===== src/rtl/sdram_arb_pkg.sv =====
// sdram_arb_pkg
// Shared types for the two-master SDRAM Wishbone arbiter.
//   arb_state_e     : FSM state, encoding matches the debug_state port (0/1/2)
//   owner_t         : which master currently owns the slave port
//   TIMEOUT_DEFAULT : default watchdog limit in cycles (0 disables it)
package sdram_arb_pkg;

  typedef enum logic [1:0] {
    ST_IDLE  = 2'd0,
    ST_BUSY  = 2'd1,
    ST_DRAIN = 2'd2
  } arb_state_e;

  typedef logic owner_t;

  localparam owner_t OWNER_M0 = 1'b0;
  localparam owner_t OWNER_M1 = 1'b1;

  localparam int unsigned TIMEOUT_DEFAULT = 64;

endpackage


===== src/rtl/sdram_arb_wdt.sv =====
// sdram_arb_wdt
// Watchdog counter for the arbiter. Counts cycles while enabled, clears on
// request, and flags expiry in the cycle the count reaches TIMEOUT_CYCLES-1.
// With TIMEOUT_CYCLES=0 no counter is built and expire is tied low.
// Ports:
//   clk, rst_n : clock, asynchronous active-low reset
//   clear      : reset the count to zero (wins over enable)
//   enable     : count this cycle
//   expire     : limit reached while enabled (combinational)
module sdram_arb_wdt
  import sdram_arb_pkg::*;
#(
  parameter int unsigned TIMEOUT_CYCLES = TIMEOUT_DEFAULT
) (
  input  logic clk,
  input  logic rst_n,
  input  logic clear,
  input  logic enable,
  output logic expire
);

  generate
    if (TIMEOUT_CYCLES > 0) begin : g_wdt
      localparam int unsigned CW = $clog2(TIMEOUT_CYCLES + 1);
      localparam logic [CW-1:0] LIMIT = CW'(TIMEOUT_CYCLES - 1);

      logic [CW-1:0] cnt_q;
      logic [CW-1:0] cnt_d;

      // Next count: clear has priority so a fresh grant always starts at zero.
      always_comb begin
        cnt_d = cnt_q;
        if (clear) begin
          cnt_d = '0;
        end else if (enable) begin
          cnt_d = cnt_q + CW'(1);
        end
      end

      always_ff @(posedge clk or negedge rst_n) begin
        if (!rst_n) begin
          cnt_q <= '0;
        end else begin
          cnt_q <= cnt_d;
        end
      end

      assign expire = enable && (cnt_q == LIMIT);
    end else begin : g_no_wdt
      assign expire = 1'b0;
    end
  endgenerate

endmodule


===== src/rtl/sdram_wb_arbiter.sv =====
// sdram_wb_arbiter
// Two-master Wishbone Classic arbiter in front of the SDRAM controller.
// Master 0 is the video line fetcher, master 1 the CPU bridge. One transfer
// is granted at a time; ack/err are routed only to the owner, an abandoned
// transfer is drained until the slave acks, and a stuck slave is timed out.
// Ports:
//   wb_clk_i, wb_rst_ni        : clock, asynchronous active-low reset
//   m0_* / m1_*                : master-side Wishbone ports (cyc/stb/we/adr/dat/sel in,
//                                ack/err out)
//   m_dat_o                    : read data broadcast to both masters (= s_dat_i)
//   s_*                        : slave-side Wishbone port to the SDRAM controller
//   debug_state                : current FSM state (0 idle, 1 busy, 2 drain)
// Build option:
//   SDRAM_ARB_ROUND_ROBIN_EN   : when defined, simultaneous requests go to the
//                                master that was not served last; otherwise
//                                master 0 always wins.
module sdram_wb_arbiter
  import sdram_arb_pkg::*;
#(
  parameter int unsigned WB_ADDR_WIDTH  = 24,
  parameter int unsigned WB_DATA_WIDTH  = 16,
  parameter int unsigned TIMEOUT_CYCLES = TIMEOUT_DEFAULT
) (
  input  logic                       wb_clk_i,
  input  logic                       wb_rst_ni,
  input  logic                       m0_cyc_i,
  input  logic                       m0_stb_i,
  input  logic                       m0_we_i,
  input  logic [WB_ADDR_WIDTH-1:0]   m0_adr_i,
  input  logic [WB_DATA_WIDTH-1:0]   m0_dat_i,
  input  logic [WB_DATA_WIDTH/8-1:0] m0_sel_i,
  output logic                       m0_ack_o,
  output logic                       m0_err_o,
  input  logic                       m1_cyc_i,
  input  logic                       m1_stb_i,
  input  logic                       m1_we_i,
  input  logic [WB_ADDR_WIDTH-1:0]   m1_adr_i,
  input  logic [WB_DATA_WIDTH-1:0]   m1_dat_i,
  input  logic [WB_DATA_WIDTH/8-1:0] m1_sel_i,
  output logic                       m1_ack_o,
  output logic                       m1_err_o,
  output logic [WB_DATA_WIDTH-1:0]   m_dat_o,
  output logic                       s_cyc_o,
  output logic                       s_stb_o,
  output logic                       s_we_o,
  output logic [WB_ADDR_WIDTH-1:0]   s_adr_o,
  output logic [WB_DATA_WIDTH-1:0]   s_dat_o,
  output logic [WB_DATA_WIDTH/8-1:0] s_sel_o,
  input  logic                       s_ack_i,
  input  logic [WB_DATA_WIDTH-1:0]   s_dat_i,
  output logic [1:0]                 debug_state
);

  arb_state_e state_q, state_d;
  owner_t     owner_q, owner_d;
  owner_t     last_served_q, last_served_d;

  logic req0, req1, winner;
  logic wdt_clear, wdt_expire;

  logic                       own_cyc, own_stb, own_we;
  logic [WB_ADDR_WIDTH-1:0]   own_adr;
  logic [WB_DATA_WIDTH-1:0]   own_dat;
  logic [WB_DATA_WIDTH/8-1:0] own_sel;

  assign req0 = m0_cyc_i & m0_stb_i;
  assign req1 = m1_cyc_i & m1_stb_i;

`ifdef SDRAM_ARB_ROUND_ROBIN_EN
  // On a tie, hand the slot to whoever was not served last.
  assign winner = (req0 && req1) ? ~last_served_q : (req0 ? OWNER_M0 : OWNER_M1);
`else
  assign winner = req0 ? OWNER_M0 : OWNER_M1;
`endif

  assign own_cyc = (owner_q == OWNER_M1) ? m1_cyc_i : m0_cyc_i;
  assign own_stb = (owner_q == OWNER_M1) ? m1_stb_i : m0_stb_i;
  assign own_we  = (owner_q == OWNER_M1) ? m1_we_i  : m0_we_i;
  assign own_adr = (owner_q == OWNER_M1) ? m1_adr_i : m0_adr_i;
  assign own_dat = (owner_q == OWNER_M1) ? m1_dat_i : m0_dat_i;
  assign own_sel = (owner_q == OWNER_M1) ? m1_sel_i : m0_sel_i;

  assign m_dat_o     = s_dat_i;
  assign debug_state = state_q;

  sdram_arb_wdt #(
    .TIMEOUT_CYCLES(TIMEOUT_CYCLES)
  ) u_wdt (
    .clk    (wb_clk_i),
    .rst_n  (wb_rst_ni),
    .clear  (wdt_clear),
    .enable (state_q != ST_IDLE),
    .expire (wdt_expire)
  );

  // Next-state and output decode. Slave outputs are only driven in BUSY, so
  // an owner dropping cyc removes the strobe in the same cycle. An ack seen
  // in IDLE or DRAIN is swallowed so it can never be credited to a new owner.
  // Ack beats timeout when both land in the same cycle.
  always_comb begin
    state_d       = state_q;
    owner_d       = owner_q;
    last_served_d = last_served_q;
    wdt_clear     = 1'b0;
    m0_ack_o      = 1'b0;
    m1_ack_o      = 1'b0;
    m0_err_o      = 1'b0;
    m1_err_o      = 1'b0;
    s_cyc_o       = 1'b0;
    s_stb_o       = 1'b0;
    s_we_o        = 1'b0;
    s_adr_o       = '0;
    s_dat_o       = '0;
    s_sel_o       = '0;

    case (state_q)
      ST_IDLE: begin
        if (req0 || req1) begin
          owner_d   = winner;
          state_d   = ST_BUSY;
          wdt_clear = 1'b1;
        end
      end

      ST_BUSY: begin
        s_cyc_o = own_cyc;
        s_stb_o = own_cyc & own_stb;
        s_we_o  = own_we;
        s_adr_o = own_adr;
        s_dat_o = own_dat;
        s_sel_o = own_sel;
        if (s_ack_i) begin
          m0_ack_o      = (owner_q == OWNER_M0);
          m1_ack_o      = (owner_q == OWNER_M1);
          state_d       = ST_IDLE;
          last_served_d = owner_q;
        end else if (!own_cyc) begin
          state_d = ST_DRAIN;
        end else if (wdt_expire) begin
          m0_err_o = (owner_q == OWNER_M0);
          m1_err_o = (owner_q == OWNER_M1);
          state_d  = ST_IDLE;
        end
      end

      ST_DRAIN: begin
        if (s_ack_i || wdt_expire) begin
          state_d = ST_IDLE;
        end
      end

      default: state_d = ST_IDLE;
    endcase
  end

  always_ff @(posedge wb_clk_i or negedge wb_rst_ni) begin
    if (!wb_rst_ni) begin
      state_q       <= ST_IDLE;
      owner_q       <= OWNER_M0;
      last_served_q <= OWNER_M1;
    end else begin
      state_q       <= state_d;
      owner_q       <= owner_d;
      last_served_q <= last_served_d;
    end
  end

endmodule


===== config.mk =====
export PLATFORM = sky130hd
export DESIGN_NAME = sdram_wb_arbiter
export DESIGN_NICKNAME = d
export VERILOG_FILES = /design/src/rtl/sdram_arb_pkg.sv /design/src/rtl/sdram_arb_wdt.sv /design/src/rtl/sdram_wb_arbiter.sv
export SDC_FILE = /design/constraint.sdc
export NUM_CORES = 1
export LEC_CHECK = 0
export BUFFER_PORTS_ARGS = -buffer_cell sky130_fd_sc_hd__buf_4
export CAP_MARGIN = 20
export CORE_MARGIN = 2
export CORE_UTILIZATION = 32
export CTS_BUF_LIST = sky130_fd_sc_hd__clkbuf_16
export DETAILED_ROUTE_END_ITERATION = 8
export PLACE_DENSITY = 0.79
export SLEW_MARGIN = 20
export SYNTH_ARGS = -nofsm -noshare
export SYNTH_HDL_FRONTEND = slang
export SYNTH_SLANG_ARGS = --single-unit

===== constraint.sdc =====
create_clock -name wb_clk_i -period 1.7 [get_ports wb_clk_i]
set_input_delay 0.255 -clock wb_clk_i [delete_from_list [all_inputs] [get_ports wb_clk_i]]
set_output_delay 0.255 -clock wb_clk_i [all_outputs]
set_load 0.005 [all_outputs]

# Yosys cells after proc, flatten, opt, wreduce, memory -nomap -nowiden
# Cells that the tools add are included.
# classes
addsub	1
n_eq_ne	6
mux	35
n_bitwise	4
n_reduce_logical	8
# op_table
op	count
24-bit 2-to-1 mux	2
16-bit 2-to-1 mux	2
1-bit 2-to-1 mux	21
2-bit 2-to-1 mux	7
7-bit 2-to-1 mux	2
7-bit by 1-bit adder with 7-bit output (second input constant)	1
7-bit by 6-bit == test with 1-bit output (second input constant)	1
2-bit case mux with 3 select lines	1
2-bit inequality test (second input constant)	2
4-bit inequality test (second input constant)	1
2-bit nonzero test	2
1-bit AND	3
3-bit AND reduction	1
2-bit by 1-bit == test with 1-bit output (second input constant)	1
2-bit == test (second input constant)	1
2-bit zero test	1
1-bit logical OR	2
2-bit AND reduction	1
1-bit logical AND	1
1-bit inverter	1
# word_totals
register_bits	10
input_bits	109
output_inout_bits	67
wordCells	57

# Depth between registers and ports, before layout
# Gate-level depths: netlist of the first run.
# depth
depth_word	6
mapped_depth	5
depth_no_buf	4

# Hierarchy
# From an unflattened synthesis of the first run, not the netlist that was laid out.
# hier_totals
cells_unflattened	168
area_unflattened_um2	1425.1
# modules_own_cells
mod	instances	cells_each	area_each_um2	seq_area_each_um2
sdram_wb_arbiter	1	136	1089.8	75.1
sdram_arb_wdt	1	32	335.3	175.2

# Worst setup path before layout of the first run
# OpenSTA, ideal clock, no wires.
# synth_path
kind	reg-to-output
start	register u_wdt.g_wdt.cnt_q[0]
end	output m0_err_o
arrival_ns	1.209
required_ns	1.445
path_slack_ns	0.236
stages_incl_launch_ff	5
path_buffers	0
path_cell_list	dfrtp_1 -> ha_1 -> o211ai_2 -> or2_1 -> nor4_1
# synth_via
elab_chain_cells	6
# synth_rtl
item	line_no	source
start: declaration	sdram_arb_wdt.sv:27	logic [CW-1:0] cnt_q;
start signal: assignment	sdram_arb_wdt.sv:44	cnt_q <= cnt_d;
7-bit by 6-bit == test with 1-bit output	sdram_arb_wdt.sv:48	assign expire = enable && (cnt_q == LIMIT);
1-bit logical AND	sdram_arb_wdt.sv:48	
1-bit 2-to-1 mux	sdram_wb_arbiter.sv:139	end else if (wdt_expire) begin
1-bit 2-to-1 mux	sdram_wb_arbiter.sv:137	end else if (!own_cyc) begin
1-bit 2-to-1 mux	sdram_wb_arbiter.sv:132	if (s_ack_i) begin
1-bit 2-to-1 mux	sdram_wb_arbiter.sv:116	case (state_q)
end: declaration	sdram_wb_arbiter.sv:33	output logic m0_err_o,
# Every way passes these cells.

# Worst setup path in the final report of the first run
# layout_path
start	register state_q[1] (netlist: debug_state[1])
end	output m1_err_o
# layout_via
elab_chain_cells	6
word_cells_on_any_way	7
cone_classes	eq/ne: 1; mux: 4; reduce/logical: 2
# layout_rtl
item	line_no	source
start: declaration	sdram_wb_arbiter.sv:54	arb_state_e state_q, state_d;
start signal: assignment	sdram_wb_arbiter.sv:162	state_q <= state_d;
2-bit nonzero test	sdram_wb_arbiter.sv:92	.enable (state_q != ST_IDLE),
1-bit logical AND	sdram_arb_wdt.sv:48	
1-bit 2-to-1 mux	sdram_wb_arbiter.sv:139	
1-bit 2-to-1 mux	sdram_wb_arbiter.sv:137	
1-bit 2-to-1 mux	sdram_wb_arbiter.sv:132	
1-bit 2-to-1 mux *	sdram_wb_arbiter.sv:116	
end: declaration	sdram_wb_arbiter.sv:41	output logic m1_err_o,
# Mark *: on every way between the ends. The rest lies on a longest branch, timed or not.

==> flow_metrics.py, run 1 <==
metrics = {
    "yosys": {
        "synth_nets": 284,
        "syn_area_mm2": 0.00134,
        "syn_inst": 174,
        "ys_seq_elements": 10,
        "ys_types": 27,
        "yosys_warnings": 0,
        "synth.avg_cell_area_um2": 7.70,
        "seq_area_frac_synth_pct": 18.7,
    },
    "global_route": {
        "grt_use_total_pct": 18.3,
        "grt_first_pass_wirelength_mm": 6.52,
        "grt_pass1_vias": 1375,
        "grt_max_degree": 23,
        "overflow": 0,
        "antenna_found_initial": 0,
    },
    "timing": {
        "setup-tns-final_ns": -0.0112,
        "hold_violations": 0,
        "setup-violations-final": 1,
        "fin_crit_ns": 1.71,
        "hold_slack_ns": 0.327,
        "fin_ws_ns": -0.0112,
        "fmax_mhz": 584,
        "rsz0062_at_grt": "true",
        "tightestPinTransition_ns": 0.347,
        "post-route-period-util_pct": 101,
        "fin_skew_ns": 0.00179,
        "relSlewSlack_pct": 76.8,
        "drv_slew": 0,
    },
    "routing": {
        "drtPass1Iterations": 4,
        "detail-route-antenna-nets": 0,
        "drcViolationCount": 0,
        "routed_wl_mm": 5.25,
        "avgRoutedWirePerCell_um": 14.6,
        "route.vias.total": 1682,
        "vias_per_cell": 4.66,
        "drt-initial-drc-count": 48,
    },
    "final_layout": {
        "fin_area_mm2": 0.00258,
        "drive_gt1_share_pct": 55.9,
        "n_fill_cell": 354,
        "fin_nets": 422,
        "final_common_cell": "buf_4",
        "synthToLayoutAreaGrowth_pct": 92.3,
        "most-common-layout-cells": "158 x buf_4, 50 x nor2_1, 46 x mux2i_1, 9 x dfrtp_1, 8 x nand2_1",
        "antenna_cells": 0,
    },
    "cts": {
        "clkSinkCount": 10,
        "htreeDepth": 1,
        "clk_latency_ns": 0.24,
        "cts_buffers": 3,
        "path_clk_slew_ns": 0.04,
        "root_buffer": "clkbuf_16",
        "cts.path.max_buffers": 2,
        "tritoncts": "built",
    },
    "placement": {
        "io_buffers": 143,
        "place.gp.congestion": 0.772,
        "dp_slack_ns": 0.121,
        "dpl_cell_area_mm2": 0.00238,
        "dp.final_hpwl_mm": 4.16,
    },
    "power": {
        "power_uw": 2980,
        "peakVddDrop_mv": 0.971,
        "p_per_area_mw_per_mm2": 1160,
        "leakagePower_uw": 0.00145,
    },
    "run": {
        "drv_cap": 0,
    },
    "worst_setup_path": {
        "reg2regPathDepth": 4,
        "worst-setup-path-type": "register to output pin",
        "crit_arrival_ns": 1.46,
        "crit_slowest_cell": "dfrtp_1",
        "max_stage_delay_ns": 0.39,
        "path_cells": "nand2b_4 > or2_4 > nor4_4 > buf_4",
        "path_max_fanout": 4,
        "cp-end-kind": "output pin",
        "crit_required_ns": 1.44,
        "worstSetupStartpointType": "register",
    },
    "worst_hold_path": {
        "hold_depth": 4,
        "hold_class": "input port to register",
    },
    "floorplan": {
        "initial_core_util_pct": 33.3,
        "die_w_um": 68.7,
        "fp.dieH_um": 68.7,
        "io_pins": 176,
        "row_count": 23,
        "die_area_mm2": 0.00472,
        "core-area_mm2": 0.00403,
    },
    "run_status": {
        "failed_checks": "setup timing",
        "status": "finished with violations",
    },
}
==> layer usage <==
layer | wire (um) | track usage (%) | part of all wire, %
met4 | 29 | 5.15 | 0.55
met2 | 2740 | 32.2 | 52
met5 | 0 | 0 | 0
met1 | 1930 | 22.2 | 37
met3 | 552 | 4.06 | 11
==> state kept, by name (all words and copies together) (netlist names) <==
signal	cells
debug_state	2
owner_q	1
u_wdt.g_wdt.cnt_q	7
==> final cells by class <==
| class | instances | area [um2] | area share, % |
|---|---|---|---|
| Clock buffer | 3 | 75.1 | 2.91 |
| Clock inverter | 1 | 3.75 | 0.146 |
| Inverter | 1 | 3.75 | 0.146 |
| Multi-Input combinational cell | 135 | 945 | 36.7 |
| Sequential cell | 10 | 251 | 9.76 |
| Tap cell | 50 | 62.6 | 2.43 |
| Timing Repair Buffer | 161 | 1240 | 48.0 |
==> through the flow <==
stage / std cells / utilization (%)
2_1_floorplan: 174 / -
6_report: 361 / 64.0
3_3_place_gp: 349 / 59.0
4_1_cts: 357 / 62.4
5_1_grt: 361 / 64.0
3_5_place_dp: 349 / 59.0
==> synthesized netlist by cell type (all sizes together) <==
library cell	instances	area, um2
nor2	50	188
mux2i	46	460
buf	27	183
dfrtp	10	250
nand2	8	30.0
nand3	4	20.0
o21ai	4	20.0
or2	3	18.8
nand2b	2	12.5
nor4	2	12.5
o2111ai	2	17.5
xor2	2	17.5
a22oi	1	7.51
and2	1	6.26
and4b	1	11.3
clkbuf	1	5.00
ha	1	12.5
inv	1	3.75
nor2b	1	6.26
nor3	1	5.00
nor3b	1	7.51
o211ai	1	12.5
o221ai	1	8.76
o22a	1	8.76
o22ai	1	6.26
o32ai	1	8.76
==> power by group <==
group / switching [uW] / total, uW / internal [uW]
combinational: 947 / 2170 / 1220
sequential: 91.3 / 394 / 302
clock: 108 / 416 / 308
total: 1150 / 2980 / 1830
==> worst paths after layout <==
path                                 startpoint                    to  slack [ns]
max                              debug_state[1]              m1_err_o       -0.01
min                                     s_ack_i        debug_state[1]        0.33
max reg2reg                      debug_state[0]               owner_q        0.35
min reg2reg                u_wdt.g_wdt.cnt_q[5]  u_wdt.g_wdt.cnt_q[5]        0.51
max in group asynchronous             wb_rst_ni               owner_q        1.15
min in group asynchronous             wb_rst_ni  u_wdt.g_wdt.cnt_q[5]        0.39
==> critical path: cells and delay by family, from the launching register on <==
kind | cells | cell delay, ns
AND/OR/NAND/NOR | 3 | 0.68
buffers and inverters | 1 | 0.15
flip-flops | 1 | 0.39
==> kinds of logic after synthesis <==
group	count (synthesis)	synth area share, %
flip-flops	10	18.7
buffers and inverters	29	14.3
XOR/XNOR	2	1.31
multiplexers	46	34.4
AO/OA/AOI/OAI	12	6.72
adder cells (fa/ha/maj)	1	0.934
AND/OR/NAND/NOR	74	23.7
==> repair_timing <==
item,4_1_cts,5_1_grt
endpoints found under the setup margin,17,15
cloned,0,0
resized for setup,6,6
hold buffers,1,0
endpoints found under the hold margin,10,0
pin swaps,4,1
buffers inserted,3,4
Note: power is estimated with default switching activity, not from simulation.
==> run 2: changes to the inputs <==
ABC_AREA = 1   (was not set)
CORE_UTILIZATION = 33   (was 32)
PLACE_DENSITY = 0.78   (was 0.79)
clock period = 1.8 ns   (was 1.7 ns; I/O delays follow)
==> flow_metrics.py, run 2 <==
metrics = {
    "timing": {
        "fin_crit_ns": 1.74,
        "fin_skew_ns": 0.00107,
        "relSlewSlack_pct": 78.2,
        "setup-tns-final_ns": 0,
        "rsz0062_at_grt": "true",
        "setup-violations-final": 0,
        "post-route-period-util_pct": 96.4,
        "tightestPinTransition_ns": 0.327,
        "hold_slack_ns": 0.311,
        "fin_ws_ns": 0.0642,
        "fmax_mhz": 576,
        "hold_violations": 0,
        "drv_slew": 0,
    },
    "worst_setup_path": {
        "r2r_slack_ns": 0.59,
        "reg2regPathDepth": 5,
        "crit_required_ns": 1.53,
        "worstSetupStartpointType": "register",
        "cp-end-kind": "output pin",
        "crit_arrival_ns": 1.47,
        "worst-setup-path-type": "register to output pin",
        "path_max_fanout": 25,
    },
    "floorplan": {
        "io_pins": 176,
        "die_w_um": 70.0,
        "fp.dieH_um": 70.0,
        "initial_core_util_pct": 35.2,
        "die_area_mm2": 0.00490,
        "core-area_mm2": 0.00409,
        "row_count": 23,
    },
    "yosys": {
        "syn_inst": 240,
        "synth_nets": 350,
        "async_reset_ff_share_pct": 100,
        "synth_area_leaders": "nand2_1 29%, a21oi_2 18%, dfrtp_1 17%",
        "synth-edff-count": 0,
        "synth.avg_cell_area_um2": 5.98,
        "synth.most_common_cell": "nand2_1",
        "synth_top_area_cell": "nand2_1",
        "yosys_warnings": 0,
        "yosys.area.top_type_share_pct": 29.3,
        "seq_area_frac_synth_pct": 17.4,
        "syn_area_mm2": 0.00144,
        "yosys-top-cells-count": "112 x nand2_1, 30 x a21oi_2, 18 x a21oi_1",
        "ys_seq_elements": 10,
        "yosys_most_used_dff": "dfrtp_1",
        "ys_types": 20,
    },
    "cts": {
        "cts_buffers": 3,
        "tritoncts": "built",
        "cts.path.max_buffers": 2,
        "clkSinkCount": 10,
        "path_clk_slew_ns": 0.04,
        "clk_latency_ns": 0.24,
        "htreeDepth": 1,
        "root_buffer": "clkbuf_16",
    },
    "final_layout": {
        "seq_area_um2": 250,
        "drive_gt1_share_pct": 52.5,
        "n_fill_cell": 385,
        "antenna_cells": 0,
        "largest_reg_flops": 7,
        "synthToLayoutAreaGrowth_pct": 75.5,
        "top_register": "u_wdt.g_wdt.cnt_q",
        "most-common-layout-cells": "149 x buf_4, 112 x nand2_1, 31 x a21oi_2, 17 x a21oi_1, 11 x nor2_1",
        "final_cells": 414,
        "fin_nets": 476,
        "multiInputGateArea_um2": 943,
        "final_core_util_pct": 61.7,
        "final_common_cell": "buf_4",
    },
    "global_route": {
        "grt_first_pass_wirelength_mm": 8.54,
        "grt_max_degree": 26,
        "antenna_found_initial": 0,
        "overflow": 0,
        "grt_use_total_pct": 21.1,
        "grt_pass1_vias": 1828,
    },
    "routing": {
        "drtPass1Iterations": 4,
        "vias_per_cell": 4.77,
        "drt-initial-drc-count": 87,
        "routed_wl_mm": 5.52,
        "drcViolationCount": 0,
        "avgRoutedWirePerCell_um": 13.3,
        "detail-route-antenna-nets": 0,
        "route.vias.total": 1974,
    },
    "power": {
        "p_per_area_mw_per_mm2": 1100,
        "peakVddDrop_mv": 0.881,
        "leakagePower_uw": 0.00134,
    },
    "placement": {
        "place_inst": 410,
        "place.gp.congestion": 0.816,
        "dp.final_hpwl_mm": 4.28,
        "dp_slack_ns": 0.270,
        "io_buffers": 143,
    },
    "run": {
        "drv_cap": 0,
    },
    "worst_hold_path": {
        "hold_depth": 4,
        "hold_class": "input port to register",
    },
    "run_status": {
        "status": "finished clean",
    },
}
## run 2: power breakdown
group | leakage (uW) | switching, uW | internal (uW) | total, uW
Clock | 0.0000370 | 106 | 288 | 394
Combinational | 0.00117 | 1140 | 920 | 2060
Sequential | 0.000132 | 50.1 | 282 | 332
## run 2: layer usage
metal	global-route usage (%)	part of all wire, %
met5	0	0
met4	5.34	1.2
met3	3.61	6.7
met2	38.3	52
met1	25.5	40
## run 2: final timing paths
check                                           from                    to
worst max-delay path                  debug_state[1]              m1_ack_o
worst min-delay path                         s_ack_i        debug_state[0]
worst max register to register        debug_state[1]  u_wdt.g_wdt.cnt_q[5]
worst min register to register  u_wdt.g_wdt.cnt_q[6]  u_wdt.g_wdt.cnt_q[6]
max in group asynchronous                  wb_rst_ni  u_wdt.g_wdt.cnt_q[4]
min in group asynchronous                  wb_rst_ni        debug_state[0]
## run 2: timing repair
action	in CTS	in global routing
setup endpoints to repair	0	4
setup buffers	0	0
resized for setup	0	3
hold endpoints to repair	10	0
hold buffers	1	0
## run 2: stage by stage
stage / area (um2) / power, uW
after floorplan: 1440 / 1560
after global placement: 2420 / 2360
after detailed placement: 2420 / 2380
after CTS: 2510 / 2790
after global routing: 2520 / 3010
final: 2520 / 2780
## run 2: cells by family after synthesis
family,synth area share (%)
simple gates,39.3
compound gates,24.9
buf+inv,17.5
flops,17.4
fa+ha+maj,0.871
## run 2: final cells by class
cell class,count,area share [%]
flip-flops and latches,10,9.93
repair buffers,152,46.0
clock buffers,3,2.98
well taps,50,2.48
multi-input cells,191,37.4
inverters,8,1.19
## run 2: critical path: stages, from the launching register on
cell and delay, ns:
dfrtp_1 0.40, nor2_2 0.19, inv_2 0.07, buf_4 0.24
nor3_1 0.18, buf_4 0.14
==> run 3: changes to the inputs <==
SETUP_SLACK_MARGIN = 0.2   (was not set)
==> flow_metrics.py, run 3 (synthesized netlist as in run 2, its figures left out) <==
metrics = {
    "cts": {
        "root_buffer": "clkbuf_16",
        "clkSinkCount": 10,
        "path_clk_slew_ns": 0.04,
        "cts.path.max_buffers": 2,
        "htreeDepth": 1,
        "cts_buffers": 3,
        "tritoncts": "built",
        "clk_latency_ns": 0.24,
    },
    "run_status": {
        "status": "finished clean",
    },
    "final_layout": {
        "largest_reg_flops": 7,
        "top_register": "u_wdt.g_wdt.cnt_q",
        "most-common-layout-cells": "154 x buf_4, 104 x nand2_1, 33 x a21oi_2, 15 x a21oi_1, 10 x nor2_1",
        "n_fill_cell": 340,
        "final_core_util_pct": 69.9,
        "synthToLayoutAreaGrowth_pct": 98.8,
        "multiInputGateArea_mm2": 0.00104,
        "drive_gt1_share_pct": 59.0,
        "antenna_cells": 0,
        "fin_nets": 490,
        "final_common_cell": "buf_4",
        "seq_area_um2": 251,
    },
    "routing": {
        "drcViolationCount": 0,
        "drtPass1Iterations": 4,
        "route.vias.total": 2074,
        "vias_per_cell": 4.85,
        "routed_wl_mm": 6.36,
        "avgRoutedWirePerCell_um": 14.9,
        "detail-route-antenna-nets": 0,
        "drt-initial-drc-count": 77,
    },
    "power": {
        "p_per_area_mw_per_mm2": 1210,
        "peakVddDrop_mv": 1.07,
        "switchingPower_uw": 1530,
        "p_int_uw": 1930,
        "power_uw": 3450,
        "p_comb_share_pct": 78.3,
        "clkPwrFrac_pct": 11.5,
        "swShare_pct": 44.2,
        "seqPwrFrac_pct": 10.2,
        "leakagePower_uw": 0.00149,
    },
    "worst_setup_path": {
        "cp-end-kind": "output pin",
        "path_max_fanout": 3,
        "r2r_slack_ns": 0.33,
        "worst-setup-path-type": "register to output pin",
        "worstSetupStartpointType": "register",
        "crit_slowest_cell": "dfrtp_1",
        "max_stage_delay_ns": 0.36,
        "crit_required_ns": 1.53,
        "reg2regPathDepth": 9,
        "path_cells": "ha_2 > nand2_2 > nor2_4 > nand3_4 > nor3_2 > buf_4",
        "crit_arrival_ns": 1.40,
    },
    "timing": {
        "hold_violations": 0,
        "tightestPinTransition_ns": 0.302,
        "fin_crit_ns": 1.67,
        "hold_slack_ns": 0.313,
        "relSlewSlack_pct": 79.8,
        "fmax_mhz": 600,
        "rsz0062_at_grt": "true",
        "post-route-period-util_pct": 92.6,
        "setup-violations-final": 0,
        "drv_slew": 0,
        "setup-tns-final_ns": 0,
        "fin_skew_ns": 0.000470,
    },
    "global_route": {
        "antenna_found_initial": 0,
        "overflow": 0,
        "grt_first_pass_wirelength_mm": 9.19,
        "grt_max_degree": 26,
        "grt_pass1_vias": 1924,
        "grt_use_total_pct": 22.5,
    },
    "placement": {
        "place.gp.congestion": 0.816,
        "dp.final_hpwl_mm": 4.28,
        "io_buffers": 143,
    },
    "floorplan": {
        "die_w_um": 70.0,
        "die_area_mm2": 0.00490,
        "initial_core_util_pct": 35.2,
        "row_count": 23,
        "core-area_mm2": 0.00409,
        "io_pins": 176,
        "fp.dieH_um": 70.0,
    },
    "worst_hold_path": {
        "hold_class": "input port to register",
        "hold_depth": 4,
    },
    "run": {
        "drv_cap": 0,
    },
}
==> run 3: cell count changes in the layout (fill, tap and decap cells not counted), sizes merged <==
cell	before	now
clkbuf	3	6
clkinv	0	1
inv	8	7
buf	151	162
==> run 3: final timing paths <==
| kind | end | startpoint |
|---|---|---|
| max | m0_err_o | u_wdt.g_wdt.cnt_q[1] |
| min | debug_state[0] | s_ack_i |
| max reg2reg | debug_state[0] | u_wdt.g_wdt.cnt_q[1] |
| min reg2reg | u_wdt.g_wdt.cnt_q[2] | u_wdt.g_wdt.cnt_q[2] |
| max in group asynchronous | owner_q | wb_rst_ni |
| min in group asynchronous | debug_state[0] | wb_rst_ni |
==> run 3: cell type report <==
type / count / area share, %
timing repair buffer: 166 / 48.9
multi-input combinational: 191 / 36.3
sequential: 10 / 8.81
clock buffer: 3 / 2.63
tap: 50 / 2.19
inverter: 8 / 1.23
==> run 3: through the flow <==
stage	cell area [um2]	worst slack, ns	cells
final	2860	0.134	428
after global placement	2420	0.287	410
after global routing	2860	0.0669	428
after detailed placement	2420	0.270	410
after CTS	2640	0.154	419
after floorplan	1440	0.489	240
==> run 3: power groups by stage <==
stage / registers [uW] / logic [uW] / clock network, uW
final: 353 / 2700 / 398
after global routing: 357 / 2910 / 411
after CTS: 351 / 2290 / 401
after detailed placement: 333 / 2040 / 0
after global placement: 329 / 2030 / 0
after floorplan: 324 / 1240 / 0
==> run 3: critical path, delay by kind of cell, from the launching register on <==
family,cells,cell delay (ns)
adders and majority gates,1,0.21
and+or+nand+nor,4,0.46
buffers and inverters,1,0.13
DFF,1,0.36
==> run 3: layer usage <==
| layer | up-vias | share of wire, % | GRT usage [%] |
|---|---|---|---|
| li1 | 1029 | - | - |
| met1 | 949 | 41 | 27.1 |
| met2 | 89 | 52 | 41.5 |
| met3 | 7 | 5.8 | 3.75 |
| met4 | 0 | 1.1 | 5.13 |
| met5 | - | 0 | 0 |
==> run 3: what timing repair did <==
action                                  4_1_cts  5_1_grt
cloned                                        1        3
pin swaps                                     2        9
hold buffers                                  1        0
buffers inserted                              4        6
hold endpoints to repair                     10        0
endpoints found under the setup margin       49       49
gates resized for setup                      19       28
